File: src/rtl/l1_fill_buffer_if.sv
// Fill-buffer bus bundle: request handshake, memory beat stream,
// data-array write port and status/critical-word outputs.
interface l1_fill_buffer_if #(
    parameter int unsigned DATA_WIDTH = 128,
    parameter int unsigned ADDR_WIDTH = 6,
    parameter int unsigned BEAT_WIDTH = 32
);
    logic                  req_valid_i;
    logic                  req_ready_o;
    logic [ADDR_WIDTH-1:0] req_idx_i;
    logic [1:0]            req_word_i;
    logic                  mem_valid_i;
    logic                  mem_ready_o;
    logic [BEAT_WIDTH-1:0] mem_data_i;
    logic                  dat_we_o;
    logic [15:0]           dat_be_o;
    logic [ADDR_WIDTH-1:0] dat_addr_o;
    logic [DATA_WIDTH-1:0] dat_data_o;
    logic                  crit_valid_o;
    logic [BEAT_WIDTH-1:0] crit_data_o;
    logic                  busy_o;
    logic                  done_o;

    modport master (
        output req_valid_i, req_idx_i, req_word_i, mem_valid_i, mem_data_i,
        input  req_ready_o, mem_ready_o, dat_we_o, dat_be_o, dat_addr_o,
               dat_data_o, crit_valid_o, crit_data_o, busy_o, done_o
    );

    modport slave (
        input  req_valid_i, req_idx_i, req_word_i, mem_valid_i, mem_data_i,
        output req_ready_o, mem_ready_o, dat_we_o, dat_be_o, dat_addr_o,
               dat_data_o, crit_valid_o, crit_data_o, busy_o, done_o
    );
endinterface

File: src/rtl/l1_fill_buffer.sv
// L1 line fill buffer: collects four memory beats into a line and writes
// it to the data array in one cycle.
// Optional feature macro: L1_FILL_CRIT_WORD_EN (critical-word-first fill
// starting at the requested word, with a one-cycle critical-word pulse).
module l1_fill_buffer #(
    parameter int unsigned DATA_WIDTH = 128,
    parameter int unsigned ADDR_WIDTH = 6,
    parameter int unsigned BEAT_WIDTH = 32
) (
    input  logic              clk_i,
    input  logic              rst_ni,
    l1_fill_buffer_if.slave   bus
);
    localparam int unsigned NUM_BEATS = DATA_WIDTH / BEAT_WIDTH;
    localparam int unsigned BE_WIDTH  = 16;

`ifdef L1_FILL_CRIT_WORD_EN
    localparam bit CRIT_EN = 1'b1;
`else
    localparam bit CRIT_EN = 1'b0;
`endif

    typedef enum logic [1:0] {
        IDLE  = 2'd0,
        FILL  = 2'd1,
        WRITE = 2'd2
    } state_e;

    state_e                state_q, state_d;
    logic [1:0]            cnt_q, cnt_d;
    logic [ADDR_WIDTH-1:0] idx_q, idx_d;
    logic [1:0]            word_q, word_d;
    logic [DATA_WIDTH-1:0] line_q, line_d;
    logic [1:0]            slot_c;

    logic                  dat_we_q;
    logic [BE_WIDTH-1:0]   dat_be_q;
    logic [ADDR_WIDTH-1:0] dat_addr_q;
    logic [DATA_WIDTH-1:0] dat_data_q;
    logic                  busy_q;
    logic                  done_q;

    // Handshake readies decoded straight from state
    assign bus.req_ready_o = (state_q == IDLE);
    assign bus.mem_ready_o = (state_q == FILL);

    // State register
    always_ff @(posedge clk_i or negedge rst_ni) begin
        if (!rst_ni) state_q <= IDLE;
        else         state_q <= state_d;
    end

    // Next state, request latch and beat placement into the line
    always_comb begin
        state_d = state_q;
        cnt_d   = cnt_q;
        idx_d   = idx_q;
        word_d  = word_q;
        line_d  = line_q;
        slot_c  = (CRIT_EN ? word_q : 2'd0) + cnt_q;
        case (state_q)
            IDLE: begin
                if (bus.req_valid_i) begin
                    idx_d   = bus.req_idx_i;
                    word_d  = bus.req_word_i;
                    cnt_d   = 2'd0;
                    state_d = FILL;
                end
            end
            FILL: begin
                if (bus.mem_valid_i) begin
                    for (int unsigned k = 0; k < NUM_BEATS; k++) begin
                        if (slot_c == 2'(k)) line_d[k*BEAT_WIDTH +: BEAT_WIDTH] = bus.mem_data_i;
                    end
                    cnt_d = cnt_q + 2'd1;
                    if (cnt_q == 2'd3) state_d = WRITE;
                end
            end
            WRITE:   state_d = IDLE;
            default: state_d = IDLE;
        endcase
    end

    // Fill context: beat counter, latched request and partial line
    always_ff @(posedge clk_i or negedge rst_ni) begin
        if (!rst_ni) begin
            cnt_q  <= 2'd0;
            idx_q  <= '0;
            word_q <= 2'd0;
            line_q <= '0;
        end else begin
            cnt_q  <= cnt_d;
            idx_q  <= idx_d;
            word_q <= word_d;
            line_q <= line_d;
        end
    end

    // Registered array write port and status, timed off the next state
    always_ff @(posedge clk_i or negedge rst_ni) begin
        if (!rst_ni) begin
            dat_we_q   <= 1'b0;
            dat_be_q   <= '0;
            dat_addr_q <= '0;
            dat_data_q <= '0;
            busy_q     <= 1'b0;
            done_q     <= 1'b0;
        end else begin
            dat_we_q <= (state_d == WRITE);
            done_q   <= (state_d == WRITE);
            busy_q   <= (state_d != IDLE);
            dat_be_q <= (state_d == WRITE) ? {BE_WIDTH{1'b1}} : {BE_WIDTH{1'b0}};
            if (state_d == WRITE) begin
                dat_addr_q <= idx_q;
                dat_data_q <= line_d;
            end
        end
    end

    assign bus.dat_we_o   = dat_we_q;
    assign bus.dat_be_o   = dat_be_q;
    assign bus.dat_addr_o = dat_addr_q;
    assign bus.dat_data_o = dat_data_q;
    assign bus.busy_o     = busy_q;
    assign bus.done_o     = done_q;

`ifdef L1_FILL_CRIT_WORD_EN
    logic                  crit_fire_c;
    logic                  crit_valid_q;
    logic [BEAT_WIDTH-1:0] crit_data_q;

    assign crit_fire_c = (state_q == FILL) && bus.mem_valid_i && (cnt_q == 2'd0);

    // Critical word: first accepted beat, presented for one cycle
    always_ff @(posedge clk_i or negedge rst_ni) begin
        if (!rst_ni) begin
            crit_valid_q <= 1'b0;
            crit_data_q  <= '0;
        end else begin
            crit_valid_q <= crit_fire_c;
            if (crit_fire_c) crit_data_q <= bus.mem_data_i;
        end
    end

    assign bus.crit_valid_o = crit_valid_q;
    assign bus.crit_data_o  = crit_data_q;
`else
    assign bus.crit_valid_o = 1'b0;
    assign bus.crit_data_o  = '0;
`endif
endmodule

File: src/flat_wrapper.sv
// flat-port wrapper written by rule: the top's interface ports become plain ports
module l1_fill_buffer_flat 
#(
    parameter int unsigned DATA_WIDTH = 128,
    parameter int unsigned ADDR_WIDTH = 6,
    parameter int unsigned BEAT_WIDTH = 32
)
  (clk_i, rst_ni, bus_req_valid_i, bus_req_idx_i, bus_req_word_i, bus_mem_valid_i, bus_mem_data_i, bus_req_ready_o, bus_mem_ready_o, bus_dat_we_o, bus_dat_be_o, bus_dat_addr_o, bus_dat_data_o, bus_crit_valid_o, bus_crit_data_o, bus_busy_o, bus_done_o);
  l1_fill_buffer_if #(.DATA_WIDTH(DATA_WIDTH), .ADDR_WIDTH(ADDR_WIDTH), .BEAT_WIDTH(BEAT_WIDTH)) bus_i ();
  input  logic clk_i;
  input  logic rst_ni;
  input wire logic [$bits(bus_i.req_valid_i)-1:0] bus_req_valid_i;
  input wire logic [$bits(bus_i.req_idx_i)-1:0] bus_req_idx_i;
  input wire logic [$bits(bus_i.req_word_i)-1:0] bus_req_word_i;
  input wire logic [$bits(bus_i.mem_valid_i)-1:0] bus_mem_valid_i;
  input wire logic [$bits(bus_i.mem_data_i)-1:0] bus_mem_data_i;
  output wire logic [$bits(bus_i.req_ready_o)-1:0] bus_req_ready_o;
  output wire logic [$bits(bus_i.mem_ready_o)-1:0] bus_mem_ready_o;
  output wire logic [$bits(bus_i.dat_we_o)-1:0] bus_dat_we_o;
  output wire logic [$bits(bus_i.dat_be_o)-1:0] bus_dat_be_o;
  output wire logic [$bits(bus_i.dat_addr_o)-1:0] bus_dat_addr_o;
  output wire logic [$bits(bus_i.dat_data_o)-1:0] bus_dat_data_o;
  output wire logic [$bits(bus_i.crit_valid_o)-1:0] bus_crit_valid_o;
  output wire logic [$bits(bus_i.crit_data_o)-1:0] bus_crit_data_o;
  output wire logic [$bits(bus_i.busy_o)-1:0] bus_busy_o;
  output wire logic [$bits(bus_i.done_o)-1:0] bus_done_o;
  assign bus_i.req_valid_i = bus_req_valid_i;
  assign bus_i.req_idx_i = bus_req_idx_i;
  assign bus_i.req_word_i = bus_req_word_i;
  assign bus_i.mem_valid_i = bus_mem_valid_i;
  assign bus_i.mem_data_i = bus_mem_data_i;
  assign bus_req_ready_o = bus_i.req_ready_o;
  assign bus_mem_ready_o = bus_i.mem_ready_o;
  assign bus_dat_we_o = bus_i.dat_we_o;
  assign bus_dat_be_o = bus_i.dat_be_o;
  assign bus_dat_addr_o = bus_i.dat_addr_o;
  assign bus_dat_data_o = bus_i.dat_data_o;
  assign bus_crit_valid_o = bus_i.crit_valid_o;
  assign bus_crit_data_o = bus_i.crit_data_o;
  assign bus_busy_o = bus_i.busy_o;
  assign bus_done_o = bus_i.done_o;
  l1_fill_buffer #(.DATA_WIDTH(DATA_WIDTH), .ADDR_WIDTH(ADDR_WIDTH), .BEAT_WIDTH(BEAT_WIDTH)) u_core (.clk_i(clk_i), .rst_ni(rst_ni), .bus(bus_i));
endmodule
File: config.mk
export PLATFORM = sky130hd
export DESIGN_NAME = l1_fill_buffer_flat
export DESIGN_NICKNAME = d
export VERILOG_FILES = /design/src/rtl/l1_fill_buffer_if.sv /design/src/rtl/l1_fill_buffer.sv /design/src/flat_wrapper.sv
export SDC_FILE = /design/constraint.sdc
export NUM_CORES = 1
export LEC_CHECK = 0
export ABC_CLOCK_PERIOD_IN_PS = 3900
export BUFFER_PORTS_ARGS = -buffer_cell sky130_fd_sc_hd__clkbuf_2
export CAP_MARGIN = 15
export CORE_ASPECT_RATIO = 0.75
export CORE_MARGIN = 3
export CORE_UTILIZATION = 45
export DETAILED_ROUTE_END_ITERATION = 8
export HOLD_SLACK_MARGIN = 0.03
export MAX_ROUTING_LAYER = met4
export PLACE_DENSITY = 0.66
export RECOVER_POWER = 50
export SYNTH_ARGS = -nofsm -noshare
export SYNTH_HDL_FRONTEND = slang
export SYNTH_SLANG_ARGS = --single-unit
File: constraint.sdc
create_clock -name clk_i -period 3.9 [get_ports clk_i]
set_clock_uncertainty 0.05 [all_clocks]
set_input_delay 0.195 -clock clk_i [delete_from_list [all_inputs] [get_ports clk_i]]
set_output_delay 0.195 -clock clk_i [all_outputs]
set_load 0.02 [all_outputs]
==> results of run 1 <==
## sequential cells by signal (all words and copies together), names as in the netlist
| register | count |
|---|---|
| u_core.bus.dat_addr_o | 6 |
| u_core.idx_q | 6 |
| u_core.line_q | 96 |
| u_core.bus.dat_data_o | 128 |
| u_core.state_q | 2 |
| u_core.bus.dat_be_o | 1 |
| u_core.bus.busy_o | 1 |
| u_core.cnt_q | 2 |
## final cells by class
class | instances | area share [%]
Clock buffer | 37 | 6.117
Clock inverter | 4 | 0.3670
Inverter | 4 | 0.1223
Multi-Input combinational cell | 556 | 30.52
Sequential cell | 242 | 49.35
Tap cell | 294 | 2.998
Timing Repair Buffer | 245 | 10.53
## synthesized netlist by cell type, types with 2 or more instances
| cell type | instances |
|---|---|
| dfrtp_1 | 242 |
| nand2_1 | 212 |
| mux2i_1 | 96 |
| o21ai_0 | 96 |
| mux2_2 | 80 |
| buf_4 | 54 |
| buf_2 | 30 |
| mux2_4 | 20 |
| clkbuf_1 | 10 |
| buf_6 | 9 |
| ha_1 | 4 |
| inv_1 | 3 |
| nand2_4 | 3 |
| a21o_1 | 2 |
| mux2_1 | 2 |
## critical path: stages
cell,delay (ns)
dlygate4sd3_1,0.52
clkbuf_2,1.63
buf_4,0.67
## metal layers
| metal | track usage [%] | share of wire [%] | vias up | wire, um |
|---|---|---|---|---|
| met1 | 27.94 | 49 | 3338 | 11420 |
| met3 | 4.249 | 6.3 | 26 | 1465 |
| met4 | 3.214 | 1.4 | 0 | 322 |
| li1 | - | - | 3238 | - |
| met5 | - | 0 | - | 0 |
| met2 | 27.85 | 43 | 187 | 10000 |
## worst paths after layout
kind,start,to,slack (ns),depth (start not counted)
worst max-delay path,rst_ni,u_core.bus.dat_data_o[105],1.40,3
worst min register to register,u_core.idx_q[0],u_core.bus.dat_addr_o[0],0.41,2
worst max register to register,u_core.cnt_q[0],u_core.line_q[75],1.47,4
max in group clk_i,u_core.cnt_q[0],u_core.line_q[75],1.47,4
min in group asynchronous,rst_ni,u_core.line_q[17],0.88,2
worst min-delay path,bus_req_valid_i,u_core.state_q[0],0.21,3
## through the flow
step                      area, sq um  cells  hold slack (ns)  utilization [%]  power, uW
after CTS                       12460   1382           0.1277            55.74      11200
after global placement          11260   1301           0.2150            50.39       8674
after floorplan                 10510    905          -0.1506                -       7451
after global routing            12270   1382           0.2447            54.92      11670
final                           12270   1382           0.2067            54.92      10910
after detailed placement        11260   1301           0.2153            50.39       8811
## power by group through the flow
| stage | registers [uW] | logic, uW | clock network (uW) |
|---|---|---|---|
| 5_1_grt | 4560 | 4620 | 2490 |
| 2_1_floorplan | 5150 | 2300 | 0 |
| 3_5_place_dp | 4440 | 4370 | 0 |
| 4_1_cts | 4420 | 4410 | 2380 |
| 6_report | 4410 | 4180 | 2320 |
| 3_3_place_gp | 4400 | 4270 | 0 |
## repair_timing
item,in CTS,in global routing
hold buffers,40,0
hold endpoints to repair,252,0
resized for setup,0,0
## kinds of logic (layout without fill, tap and decap cells)
kind of cell | after synthesis | count (layout) | synth area share [%]
simple gates | 222 | 222 | 8.480
fa+ha+maj | 4 | 4 | 0.4818
buf+inv | 107 | 290 | 6.830
mux | 198 | 198 | 21.03
flops | 242 | 242 | 58.30
compound gates | 99 | 99 | 4.842
other cells | 1 | 33 | 0.03610
==> impl_metrics.ini, run 1 <==
[clocking]
clock_sinks = 242
root_buffer = clkbuf_16
cts_buffer_depth = 3
cts_buffers = 25
clock_latency_ns = 0.51
htreeDepth = 1
clk_pin_slew_ns = 0.06
tritoncts = yes
post_cts_buffers = 0

[floorplanning]
die_h_um = 137.6
initial_core_util_pct = 46.48
row_count = 47
io_pins = 232
die-area_sq_mm = 0.02496
core_sq_mm = 0.02235
chipWidth_um = 181.4

[cells_and_area]
syn_to_final_growth_pct = 18.14
fill_cells = 2019
final_cell_mix = dfrtp_1 (242), nand2_1 (212), clkbuf_1 (139)
seqCellArea_sq_mm = 0.006056
num_antenna_cells = 0
nets = 1122
drive_above_1_share_pct = 19.76
layout_commonest_cell = dfrtp_1
multi_input_area_sq_mm = 0.003745

[grt]
antenna_found_initial = 0
grt_usage_pct = 19.06
grt_pass1_vias = 6797
grt_pass1_wl_um = 37510
grt_overflow = 0
grt_max_degree = 110

[power_and_ir_drop]
cellPowerDensity_mw_per_mm2 = 888.8
switchingPower_uw = 4146
p_sw_share_pct = 38.01
p_leak_uw = 0.005873
power.internal_uw = 6761
ir_drop_v = 0.0004194
power_frac_comb_pct = 38.3
clkPwrFrac_pct = 21.3
seqPwrFrac_pct = 40.4

[placement]
hpwl_um = 13980
gp_congestion = 0.7098
port_buffers = 196
dp_slack_ns = 1.453

[timing]
final-max-slew-violation-count = 88
max_freq_mhz = 399.5
fin_setup_tns_ns = 0
setup_slack_ns = 1.397
relSlewSlack_pct = -53.76
period_share_pct = 64.18
finalSetupViolCount = 0
finalHoldViolations = 0
rsz0062_at_grt = no
worst_pin_slew_ns = 2.306
period_minus_slack_ns = 2.503

[yosys]
synth_area_leader_cell = dfrtp_1
yosysTopAreaCellShare_pct = 58.30
async_flop_share_pct = 100.0
netlist_top_cells_area = dfrtp_1 (58%), mux2i_1 (9.3%), mux2_2 (8.7%), nand2_1 (7.7%), o21ai_0 (4.6%)
synth-edff-count = 0
ys.flop_type = dfrtp_1
syn_area_sq_mm = 0.01039
ys_ff_latch = 242
syn_inst = 873
synth_cell_types = 25
ys_seq_area_share_pct = 58.30
syn_avg_cell_area_sq_um = 11.90
yosys_warnings = 0

[detailed_routing]
num_vias = 6789
wl_per_cell_um = 16.80
dr.pass1.iters = 4
drc = 0
final_antenna_net_count = 0
vias_per_cell = 4.912
wirelength_um = 23210
drt_iter0_markers = 440

[status]
violations = max-capacitance violations, max-slew violations
outcome = finished, violations left

[job]
max_cap_viol_count = 1

[min_path]
hold_path.class = input pin to register

[worst_setup_path]
crit_path_start_kind = input pin
path_class = input pin to asynchronous set/reset pin
critPathMaxFanout = 88
cp.required_ns = 4.47
cp-end-kind = asynchronous set/reset pin
cp.arrival_ns = 3.07
No activity file was read; power rests on OpenSTA's default activity.
==> inputs of run 2 (changes only) <==
Settings changed: ABC_CLOCK_PERIOD_IN_PS 3900 to 2200, PLACE_DENSITY 0.66 to 0.69.
Clock period 3.9 ns to 2.2 ns, I/O delays scaled along.
==> impl_metrics.ini, run 2 (synthesis gave the netlist of run 1 again) <==
[clocking]
clk_pin_slew_ns = 0.06
clock_sinks = 242
cts_buffers = 25
cts_buffer_depth = 3
root_buffer = clkbuf_16
post_cts_buffers = 0
htreeDepth = 1
tritoncts = yes
cts_resized = 0
clock_latency_ns = 0.51

[grt]
grt_util_met3_pct = 4.012
grt_pass1_vias = 6715
antenna_found_initial = 0
grt_overflow = 0
met1_usage_pct = 27.03
grt_usage_pct = 18.66
busiest_layer = met2
grt_max_degree = 103
grt_pass1_wl_um = 36830
met2_usage_pct = 27.66

[timing]
final-max-slew-violation-count = 0
max_freq_mhz = 505.3
rsz0062_at_grt = no
finalHoldViolations = 0
finalSetupViolCount = 0
period_share_pct = 89.96
fin_setup_tns_ns = 0
relSlewSlack_pct = 1.419
worst_pin_slew_ns = 1.479
period_minus_slack_ns = 1.979

[detailed_routing]
drc = 0
final_antenna_net_count = 0
wirelength_um = 23050
wl_per_cell_um = 16.56
dr.pass1.iters = 4
num_vias = 6837
vias_per_cell = 4.912
drt_iter0_markers = 394

[placement]
gp_congestion = 0.7137
dp_cells = 1311
port_buffers = 196
hpwl_um = 14550

[floorplanning]
core_sq_mm = 0.02235
io_pins = 232
row_count = 47
die-area_sq_mm = 0.02496
chipWidth_um = 181.4
die_h_um = 137.6
initial_core_util_pct = 46.48

[worst_setup_path]
cp.required_ns = 2.59
rrSetupSlack_ns = 0.22
cp_slowest_cell = inv_2
max_stage_delay_ns = 0.75
cp.arrival_ns = 2.37
crit_family = buffers and inverters
path_class = register to register
worst-path-buf-inv = 1
worstRegToRegCells = 5
cp-end-kind = register
r2r-end = u_core.bus.dat_data_o[125]
critPathMaxFanout = 39
crit_top_cell = nand2_1
crit_path_start_kind = register
crit_chain = ha_1 -> nand4b_1 -> inv_2 -> nand2_1 -> nand2_1
r2r-start = u_core.cnt_q[1]

[job]
max_cap_viol_count = 0

[cells_and_area]
syn_to_final_growth_pct = 20.19
nets = 1133
final_cell_mix = dfrtp_1 (242), nand2_1 (212), clkbuf_2 (119)
num_antenna_cells = 0
fill_cells = 1954
fin_cells = 1392
largest_reg_flops = 128
layout_commonest_cell = dfrtp_1
drive_above_1_share_pct = 25.68

[power_and_ir_drop]
cellPowerDensity_mw_per_mm2 = 1565
design_power_total_uw = 19540
p_leak_uw = 0.006128
ir_drop_v = 0.0009266

[min_path]
hold_path_depth = 3
hp-start = bus_req_valid_i
hold_path.class = input pin to register
min_to = u_core.cnt_q[1]

[status]
outcome = finished clean
run 2: area by class of cell:
type / instances / area, sq um / area share [%]
sequential: 242 / 6056 / 48.51
inverter: 4 / 15.01 / 0.1203
multi-input combinational: 556 / 3750 / 30.04
clock inverter: 6 / 80.08 / 0.6414
timing repair buffer: 256 / 1516 / 12.15
clock buffer: 34 / 699.4 / 5.602
tap: 294 / 367.9 / 2.946
run 2: routing by layer:
layer,part of all wire [%],wire length (um)
met1,49,11320
met2,43,10020
met3,6.2,1440
met4,1.2,278
met5,0,0
run 2: tightest hold or removal path, cell delays in order:
cell	delay, ns
clkbuf_2	0.08
nor3b_2	0.17
o31ai_1	0.24
run 2: timing repair:
| action | in CTS | in global routing |
|---|---|---|
| endpoints found under the setup margin | 0 | 0 |
| hold buffers | 41 | 0 |
| endpoints found under the hold margin | 471 | 0 |
run 2: per-stage QoR:
step | cell area (sq um) | utilization [%] | hold WS [ns] | worst slack [ns]
6_report | 12480 | 55.87 | 0.08710 | 0.2209
5_1_grt | 12480 | 55.87 | 0.07998 | 0.02746
4_1_cts | 12600 | 56.38 | 0.08301 | 0.1909
3_5_place_dp | 11410 | 51.06 | 0.02687 | 0.2146
3_3_place_gp | 11410 | 51.06 | 0.02613 | 0.2949
2_1_floorplan | 10510 | - | -0.2356 | 0.7008
run 2: how the worst max path moves through the flow:
| stage | startpoint | to | slack, ns | cells past startpoint |
|---|---|---|---|---|
| after floorplan | u_core.cnt_q[0] | u_core.bus.dat_data_o[10] | 0.70 | 6 |
| after global placement | u_core.cnt_q[1] | u_core.bus.dat_data_o[110] | 0.29 | 5 |
| after detailed placement | u_core.cnt_q[1] | u_core.bus.dat_data_o[124] | 0.21 | 5 |
| after CTS | u_core.cnt_q[1] | u_core.bus.dat_data_o[124] | 0.19 | 5 |
| after global routing | u_core.cnt_q[1] | u_core.bus.dat_data_o[124] | 0.03 | 5 |
| final | u_core.cnt_q[1] | u_core.bus.dat_data_o[125] | 0.22 | 5 |
run 2: report_power, final:
| group | internal (uW) | switching, uW |
|---|---|---|
| clock | 2430 | 1670 |
| sequential | 6650 | 1200 |
| combinational | 3110 | 4480 |
